File: config.mk
export PLATFORM = sky130hd
export DESIGN_NAME = exception_dispatcher
export DESIGN_NICKNAME = d
export VERILOG_FILES = /design/src/rtl/exception_dispatcher.sv
export SDC_FILE = /design/constraint.sdc
export NUM_CORES = 1
export LEC_CHECK = 0
export ABC_CLOCK_PERIOD_IN_PS = 2150
export CORE_AREA = 2 2 88 90
export CTS_BUF_LIST = sky130_fd_sc_hd__clkbuf_8
export CTS_CLUSTER_DIAMETER = 80
export DETAILED_ROUTE_END_ITERATION = 16
export DIE_AREA = 0 0 90 92
export PLACE_DENSITY = 0.85
export SLEW_MARGIN = 10
export SYNTH_ARGS = -nofsm -noshare
export SYNTH_HDL_FRONTEND = slang
export SYNTH_SLANG_ARGS = --single-unit
File: constraint.sdc
create_clock -name clk -period 2.15 [get_ports clk]
set_clock_uncertainty 0.05 [all_clocks]
set_input_delay 0.215 -clock clk [delete_from_list [all_inputs] [get_ports clk]]
set_output_delay 0.215 -clock clk [all_outputs]
set_load 0.03 [all_outputs]
File: src/rtl/exception_dispatcher.sv
// Captures exception causes, saves EPC, fetches the handler vector byte and redirects the PC; RTE restores PC from EPC.
// Latency: cause to pc_wr is MEM_LAT+2 cycles, rte to pc_wr is 1 cycle; stall is held whenever a sequence is in flight.
module exception_dispatcher #(
    parameter logic [31:0] VEC_BASE  = 32'd253,
    parameter int          MEM_LAT   = 1,
    parameter logic [31:0] PC_OFFSET = 32'd4
) (
    input  logic        clk,
    input  logic        reset_n,
    input  logic        flag_opcode,
    input  logic        flag_ovf,
    input  logic        flag_div0,
    input  logic        rte,
    input  logic [31:0] pc_in,
    output logic        mem_rd,
    output logic [31:0] mem_addr,
    input  logic [7:0]  mem_data,
    output logic        pc_wr,
    output logic [31:0] pc_next,
    output logic [31:0] epc_out,
    output logic [1:0]  cause,
    output logic        in_handler,
    output logic        stall
);

    typedef enum logic [2:0] {
        S_IDLE,
        S_CAPTURE,
        S_WAIT,
        S_LOAD,
        S_RET
    } state_t;

    localparam logic [3:0] CNT_INIT = 4'(MEM_LAT - 1);

    state_t      state;
    state_t      state_nxt;
    logic [3:0]  cnt;
    logic [7:0]  vec;
    logic        any_flag;
    logic [1:0]  flag_cause;

    assign any_flag   = flag_opcode | flag_ovf | flag_div0;
    assign flag_cause = flag_opcode ? 2'd0 : (flag_ovf ? 2'd1 : 2'd2);

    always_ff @(posedge clk or negedge reset_n) begin
        if (!reset_n) begin
            state      <= S_IDLE;
            cnt        <= '0;
            vec        <= '0;
            epc_out    <= '0;
            cause      <= '0;
            in_handler <= 1'b0;
        end else begin
            state <= state_nxt;
            case (state)
                S_IDLE: begin
                    // A new exception simply overwrites EPC/cause; there is no nesting.
                    if (any_flag) begin
                        epc_out    <= pc_in - PC_OFFSET;
                        cause      <= flag_cause;
                        in_handler <= 1'b1;
                        cnt        <= CNT_INIT;
                    end
                end
                S_WAIT: begin
                    if (cnt == 4'd0) vec <= mem_data;
                    else             cnt <= cnt - 4'd1;
                end
                S_RET:   in_handler <= 1'b0;
                default: ;
            endcase
        end
    end

    always_comb begin
        state_nxt = state;
        mem_rd    = 1'b0;
        mem_addr  = '0;
        pc_wr     = 1'b0;
        pc_next   = '0;
        stall     = (state != S_IDLE);
        case (state)
            S_IDLE: begin
                // Exception beats a simultaneous rte; rte outside a handler is dropped.
                if (any_flag)                state_nxt = S_CAPTURE;
                else if (rte && in_handler)  state_nxt = S_RET;
            end
            S_CAPTURE: begin
                mem_rd    = 1'b1;
                mem_addr  = VEC_BASE + {30'd0, cause};
                state_nxt = S_WAIT;
            end
            S_WAIT: begin
                if (cnt == 4'd0) state_nxt = S_LOAD;
            end
            S_LOAD: begin
                pc_wr     = 1'b1;
                pc_next   = {24'd0, vec};
                state_nxt = S_IDLE;
            end
            S_RET: begin
                pc_wr     = 1'b1;
                pc_next   = epc_out;
                state_nxt = S_IDLE;
            end
            default: state_nxt = S_IDLE;
        endcase
    end

endmodule
# After elaboration in Yosys (flattened, before gate mapping)

Index checks and enable logic that the tools add are counted.
Widths: inputs -> output; s select.

ROM bits: 0
Memories kept: 0
RAM bits: 0
Bits in registers: 50
Latch bits: 0

Shift-type cells: 0
Multipliers: 0
$add $sub $neg: 3
Divide/modulo/power cells: 0
Multiplexer cells: 15
Bitwise gates (word level): 2
Reduce and logical (&&, ||, !) cells: 12
$lt $le $gt $ge: 0
Equal/unequal tests: 8

Operators by type and width:

| cell                  | number |
|---|---|
| $pmux 32 s2           | 1 |
| $sub 32x3->32 const B | 1 |
| $add 8x2->9 const A   | 1 |
| $mux 3                | 3 |
| $mux 9                | 1 |
| $pmux 3 s3            | 1 |
| $mux 4                | 2 |
| $pmux 4 s2            | 1 |
| $reduce_and 2->1      | 4 |
| $eq 3x2->1 const B    | 2 |
| $ne 2x2->1 const B    | 3 |
| $logic_not 4->1       | 1 |
| $mux 2                | 2 |
| $reduce_bool 2->1     | 2 |
| $sub 4x1->4 const B   | 1 |
| $eq 3x1->1 const B    | 1 |
| $eq 3x3->1 const B    | 1 |
| $logic_not 3->1       | 1 |
| $mux 1                | 3 |
| $ne 3x3->1 const B    | 1 |
| $reduce_and 3->1      | 1 |
| $reduce_bool 3->1     | 1 |
| $or 1x1->1            | 2 |
| $pmux 1 s2            | 1 |
| other kinds (2)       | 2 |

# Depth between registers and ports, before layout

Gate-level depths: netlist of run 1.

Word-level depth: 4
Depth in mapped cells: 8
Depth with buffers taken out: 7

# Least setup slack after synthesis of run 1

Ideal clock, no wire load.

Kind: flip-flop to output port
Start: register cause[0]
End: output port mem_addr[3]
Slack: 269 ps
Arrival: 1616 ps
Buffers on the path: 1
Cell stages (with the launch flop): 4
Path through: dfrtp_1 > ha_1 > nor2_1 > buf_4

Word-level cells in the longest chain between the ends: 2

Ends and longest elaborated chain:

| element                | line | RTL |
|---|---|---|
| start, declared        | 21   | `output logic [1:0] cause,` |
| start signal, assigned | 61   | `cause <= flag_cause;` |
| $add 8x2->9            | 91   | `mem_addr = VEC_BASE + {30'd0, cause};` |
| $mux 9                 | 83   | `case (state)` |
| end, declared          | 16   | `output logic [31:0] mem_addr,` |

No other way between the ends.

# Worst setup path in the final report of run 1

Start: register cause[1]
End: output port mem_addr[1]

Same word-level chain as after synthesis.

==> flow_summary.yaml, run 1 <==
sta:
  rsz0062_at_grt: "no"
  drv_slew: 0
  hold_viol_final: 0
  tightest_slew_ns: 0.6123
  post-route-period-util_pct: 97.84
  finalSetupViolCount: 0
  relSlewSlack_pct: 59.18
  period_minus_slack_ns: 2.104
  clock.fmax_mhz: 475.4
worst_setup_path:
  r2r-start: "state[2]$_DFFE_PN0P_"
  critPathKind: "reg -> out"
  arrival_ns: 1.84
  crit_path_end_kind: "primary output"
  r2r_setup_slack_ns: 0.44
  r2r-end: "epc_out[14]$_DFFE_PN0P_"
  worstSetupStartpointType: "flop"
  reg2reg_depth: 7
  worst_ep_required_time_ns: 1.88
  crit_fanout: 3
clocking:
  clock_latency_ns: 0.30
  cts_buffer_depth: 2
  cts_buffers: 5
  cts_setup_buffers: 0
  cts_max_level: 2
  cts_root_buf: "clkbuf_8"
  clkTransAtPathRegs_ns: 0.09
  cts_tree: "done"
  clkSinkCount: 50
yosys:
  synth_top_cell_area_share_pct: 42.11
  synth-main-ff-cell: "dfrtp_1"
  yosysUniqueCellTypes: 35
  synth_area_per_cell_um2: 8.924
  synth.area.top_cells: "dfrtp_1 (42%), buf_4 (7.1%), nand2_1 (5.9%)"
  synthArstFlopShare_pct: 100.0
  synth_edf_count: 0
  syn_inst: 333
  synth_area_um2: 2972
  yosysSeqAreaShare_pct: 42.11
  ys_ff_latch: 50
  ys_warn_count: 0
  synth_top_area_cell: "dfrtp_1"
finish:
  fill_cells: 662
  multiInputGateArea_um2: 1514
  drive_above_1_share_pct: 17.20
  area_delta_synth_final_pct: 47.62
  insertedDiodeCount: 0
  fin_area_um2: 4387
  nets: 520
  register_area_um2: 1251
die:
  die_y_um: 92
  dieWidth_um: 90
  start_util_pct: 39.90
  die_area_um2: 8280
  row_count: 32
  fp.coreArea_um2: 7447
  ioPinCount: 148
route:
  postRouteAntennaNets: 0
  wl_per_cell_um: 13.40
  avgViaCountPerCell: 4.794
  vias: 2747
  routed_wl_um: 7678
  drtIter0Drc: 117
  dr.pass1.iters: 5
  drc_errors: 0
power:
  ir_drop_mv: 0.6135
  p_int_uw: 3028
  power_density_nw_per_um2: 1275
  p_clk_share_pct: 11.7
  p_sw_uw: 2565
  power.total_uw: 5593
  switching_share_pct: 45.86
  seqPwrFrac_pct: 31.3
  combPwrFrac_pct: 57.0
  power_leakage_uw: 0.001955
hold_path:
  min-delay-start: "pc_in[0]"
  hold_path_end: "epc_out[0]$_DFFE_PN0P_"
  holdPathStages: 3
  hold_class: "in -> reg"
placement:
  place_congestion: 0.8077
  dp_hpwl_um: 6048
  port_buffers: 124
  place_area_um2: 4273
global_routing:
  grt.total_usage_pct: 18.65
  antenna_found_initial: 0
  grt_pass1_wl_um: 12720
  grt_overflow: 0
  grt_max_degree: 64
  grt_pass1_vias: 2647
job:
  max_cap_violations: 0
outcome:
  status: "finished, final reports clean"
## worst max path at each step
stage          cells after the start                      end                 start
2_1_floorplan                      3              mem_addr[3]  cause[0]$_DFFE_PN0P_
3_3_place_gp                       6  epc_out[30]$_DFFE_PN0P_             pc_in[17]
3_5_place_dp                       6  epc_out[31]$_DFFE_PN0P_             pc_in[17]
4_1_cts                            3              mem_addr[1]  cause[1]$_DFFE_PN0P_
5_1_grt                            4               pc_next[6]  state[0]$_DFFE_PN0P_
6_report                           3              mem_addr[1]  cause[1]$_DFFE_PN0P_
## timing repair
item,CTS,global route
gates cloned,0,0
pin swaps,0,0
endpoints found under the setup margin,7,1
hold buffers,1,0
hold endpoints to repair,50,0
gates resized for setup,7,1
## state kept, by name, indices dropped and copies added, names as in the netlist
name and cells:
epc_out 32, vec 8, cnt 4, state 3, cause 2, in_handler 1
## critical path: stages (launching register included)
cell	delay, ns
dfrtp_1	0.42
ha_1	0.29
and3_1	0.16
clkdlybuf4s50_1	0.67
## layer usage
layer	GRT usage, %	wire [um]	up-vias	share of wire (%)
met2	33.33	3868	95	50
met5	0	0	-	0
met1	22.85	3229	1301	42
met4	4.359	80	0	1.0
met3	4.437	500	8	6.5
li1	-	-	1343	-
## area by class of cell
class,instances,area share [%]
multi-input combinational,256,34.51
timing repair buffer,150,30.95
sequential,50,28.52
tap,102,2.909
clock buffer,5,1.569
clock inverter,3,0.9412
inverter,7,0.5990
## per-stage QoR
stage	hold WS, ns	instances	setup TNS [ns]	util (%)	setup slack, ns
6_report	0.3798	573	0	58.90	0.04642
5_1_grt	0.4005	573	0	58.90	0.005258
4_1_cts	0.3751	573	0	58.87	0.02627
2_1_floorplan	-0.1306	355	0	-	0.2694
3_3_place_gp	0.3109	564	-0.6249	57.38	-0.1292
3_5_place_dp	0.3114	564	-1.087	57.38	-0.1761
## logic make-up (layout without fill, tap and decap cells)
family | Yosys count | count (layout) | synth area share (%)
other | 1 | 23 | 0.1262
xor gates and xnor gates | 30 | 30 | 8.842
buffers and inverters | 49 | 165 | 9.979
and+or+nand+nor | 147 | 147 | 25.68
AOI/OAI and AO/OA | 44 | 44 | 8.548
DFF | 50 | 50 | 42.11
muxes | 8 | 8 | 3.032
adders and majority gates | 4 | 4 | 1.684
## synthesized netlist by cell type, drive strengths merged, types with 7 or more instances
master  count
nand2      47
mux2        8
a22o        8
nor4       11
nor3       15
xnor2      19
o21ai      33
inv         7
clkbuf     13
nor2       20
xor2       11
dfrtp      50
buf        29
and2       26
## cell usage in the layout, fill, tap and decap left out, types with 2 or more instances in the layout
cell type        netlist  final
nor2b_1                2      2
nor3_1                15     15
nor4_2                 2      2
o21ai_0               24     24
a21oi_1                2      2
clkdlybuf4s50_1        0     82
dfrtp_1               50     50
buf_4                 28     57
dlygate4sd2_1          0      7
o21ai_1                9      9
inv_1                  7      8
nor3b_1                5      4
nor4_1                 9      9
nor2_1                20     20
conb_1                 1     23
mux2_2                 8      8
a22o_1                 8      8
nand4b_1               2      2
nand2_1               47     46
xor2_1                11     11
ha_1                   4      4
clkbuf_8               0      5
nand2b_1               2      2
nand4_1                3      3
nand3_1                5      5
or3_1                  2      2
and3_1                 2      2
and2_1                25     25
xnor2_1               19     19
## power by group through the flow
stage	logic (uW)	clock network (uW)	registers, uW
floorplan	1420	0	2280
global placement	3190	0	1750
detailed placement	3260	0	1770
CTS	3220	668	1760
global route	3420	708	1820
finish	3190	655	1750
No activity file was read; power rests on OpenSTA's default activity.
==> run 2: changes to the inputs <==
- SLEW_MARGIN: 10 -> default
==> results of run 2 <==
Same layout as run 1: the final DEF is identical, and so are final timing and power.
==> run 3: changes to the inputs <==
--- a/config.mk
+++ b/config.mk
@@ -13,4 +13,5 @@
 export DIE_AREA = 0 0 90 92
 export PLACE_DENSITY = 0.85
+export SLEW_MARGIN = 20
 export SYNTH_ARGS = -nofsm -noshare
 export SYNTH_HDL_FRONTEND = slang
--- a/constraint.sdc
+++ b/constraint.sdc
@@ -3,3 +3,3 @@
 set_input_delay 0.215 -clock clk [delete_from_list [all_inputs] [get_ports clk]]
 set_output_delay 0.215 -clock clk [all_outputs]
-set_load 0.03 [all_outputs]
+set_load 0.005 [all_outputs]
==> run 3 against run 2 <==
Compared with the run above:
- total power shrank 14%
- largest power group unchanged
- cell count increased by 2.4%
- fmax increased by 1.1%
- setup slack better by 0.022 ns
- count of clock-buffer cells in the layout is 3 higher
- sequential power hardly changed
- highest routed layer unchanged
- cell area rose by 8.1%
- critical endpoint is now pc_next[7]
==> flow_summary.yaml, run 3 (synthesized netlist as in run 1, its figures left out) <==
outcome:
  status: "finished, final reports clean"
finish:
  area_delta_synth_final_pct: 59.54
  largest_reg_flops: 32
  final_common_cell: "clkdlybuf4s50_1"
  regMostFlops: "epc_out"
  insertedDiodeCount: 0
  layout_common_cells: "clkdlybuf4s50_1 (90), dfrtp_1 (47), nand2_1 (46)"
  reg_top3: "epc_out (32), vec (8), cnt (4)"
  drive_above_1_share_pct: 14.02
  instances_no_fill: 587
  fin_area_um2: 4741
  nets: 534
power:
  power_leakage_uw: 0.002517
  power.total_uw: 4831
  power_density_nw_per_um2: 1019
  ir_drop_mv: 0.4612
clocking:
  cts_buffers: 5
  clkSinkCount: 50
  cts_tree: "done"
  cts_buffer_depth: 2
  cts_root_buf: "clkbuf_8"
  clock_latency_ns: 0.30
  cts_max_level: 2
  clkTransAtPathRegs_ns: 0.09
die:
  ioPinCount: 148
  fp.coreArea_um2: 7447
  row_count: 32
  die_area_um2: 8280
  die_y_um: 92
  start_util_pct: 39.90
  dieWidth_um: 90
sta:
  period_minus_slack_ns: 2.081
  hold_viol_final: 0
  tightest_slew_ns: 0.6265
  finalSetupViolCount: 0
  rsz0062_at_grt: "no"
  drv_slew: 0
  relSlewSlack_pct: 58.23
  post-route-period-util_pct: 96.81
  clock.fmax_mhz: 480.4
  setup-tns-final_ns: 0
global_routing:
  grt.total_usage_pct: 20.51
  grt_max_degree: 51
  grt_overflow: 0
  grt_pass1_vias: 2817
  antenna_found_initial: 0
  grt_pass1_wl_um: 13690
job:
  max_cap_violations: 0
route:
  routed_wl_um: 8765
  dr.pass1.iters: 5
  vias: 2876
  wl_per_cell_um: 14.93
  drtIter0Drc: 168
  postRouteAntennaNets: 0
  drc_errors: 0
  avgViaCountPerCell: 4.899
worst_setup_path:
  cp.buffers_inverters: 4
  arrival_ns: 1.82
  worstSetupStartpointType: "flop"
  crit_chain: "nor3b_4, buf_6, buf_12, buf_4, a22o_1, dlygate4sd2_1"
  critPathKind: "reg -> out"
  crit_path_end_kind: "primary output"
  crit_slowest_cell: "dfrtp_2"
  crit_fanout: 8
  worst_ep_required_time_ns: 1.88
  max_stage_delay_ns: 0.44
  cp_top_family: "buffers and inverters"
placement:
  dp.cells: 563
  place_area_um2: 4360
  place_congestion: 0.8206
  dp_hpwl_um: 6314
  port_buffers: 124
hold_path:
  hold_class: "in -> reg"
==> run 3: cell types whose count changed in the layout (fill, tap and decap cells not counted), sizes merged <==
cell,previous run,this run
dlymetal6s2s,1,31
buf,59,39
clkdlybuf4s50,82,90
dlygate4sd2,7,1
clkbuf,5,9
bufinv,1,0
clkdlybuf4s15,0,1
clkinvlp,1,0
inv,8,7
==> run 3: final cells by class <==
cell class	count	area (um^2)
Timing Repair Buffer	164	1693
Multi-Input combinational cell	256	1529
Inverter	7	26.28
Sequential cell	50	1255
Clock buffer	8	110.1
Tap cell	102	127.6
Fill cell	607	2706
==> run 3: timing repair <==
| item | in CTS | in global routing |
|---|---|---|
| pin swaps | 1 | 1 |
| hold endpoints to repair | 50 | 0 |
| setup buffers | 9 | 4 |
| hold buffers | 1 | 0 |
| endpoints found under the setup margin | 39 | 38 |
| gates resized for setup | 10 | 36 |
| gates cloned | 1 | 1 |
==> run 3: metrics by stage <==
step	setup WS [ns]	hold WS (ns)	util [%]
5_1_grt	0.009329	0.3972	63.66
4_1_cts	-0.01693	0.3927	61.69
3_5_place_dp	-0.2167	0.3109	58.55
3_3_place_gp	-0.1210	0.3053	58.55
6_report	0.06855	0.3925	63.66
2_1_floorplan	0.2935	-0.1306	-
==> run 3: worst paths after layout <==
| path | startpoint | endpoint | slack, ns | depth (start not counted) |
|---|---|---|---|---|
| max | state[2]$_DFFE_PN0P_ | pc_next[7] | 0.07 | 6 |
| min | pc_in[1] | epc_out[1]$_DFFE_PN0P_ | 0.39 | 3 |
| max reg2reg | state[0]$_DFFE_PN0P_ | cnt[3]$_DFFE_PN0P_ | 0.25 | 7 |
| min reg2reg | epc_out[21]$_DFFE_PN0P_ | epc_out[21]$_DFFE_PN0P_ | 0.46 | 2 |
| max in group asynchronous | reset_n | state[0]$_DFFE_PN0P_ | 1.08 | 3 |
| min in group asynchronous | reset_n | cause[0]$_DFFE_PN0P_ | 0.50 | 3 |
==> run 3: worst reg2reg max path, stage by stage, from the launching register on <==
cell and delay, ns:
dfrtp_2 0.46, buf_4 0.15, buf_4 0.13, nor3b_1 0.22, nand2b_1 0.20, nor4_1 0.33, xnor2_1 0.17, nor2_1 0.07
==> run 3: power by group <==
| part | total (uW) | internal (uW) | switching [uW] |
|---|---|---|---|
| clock network | 637 | 326 | 312 |
| logic | 2410 | 1420 | 994 |
| registers | 1780 | 1390 | 387 |
| total | 4830 | 3140 | 1690 |
==> run 3: metal layers <==
metal | track usage [%] | vias up | wire length (um)
met5 | 0 | - | 0
met2 | 37.22 | 127 | 4487
met3 | 4.766 | 15 | 584
met4 | 4.872 | 0 | 138
li1 | - | 1373 | -
met1 | 24.67 | 1361 | 3554
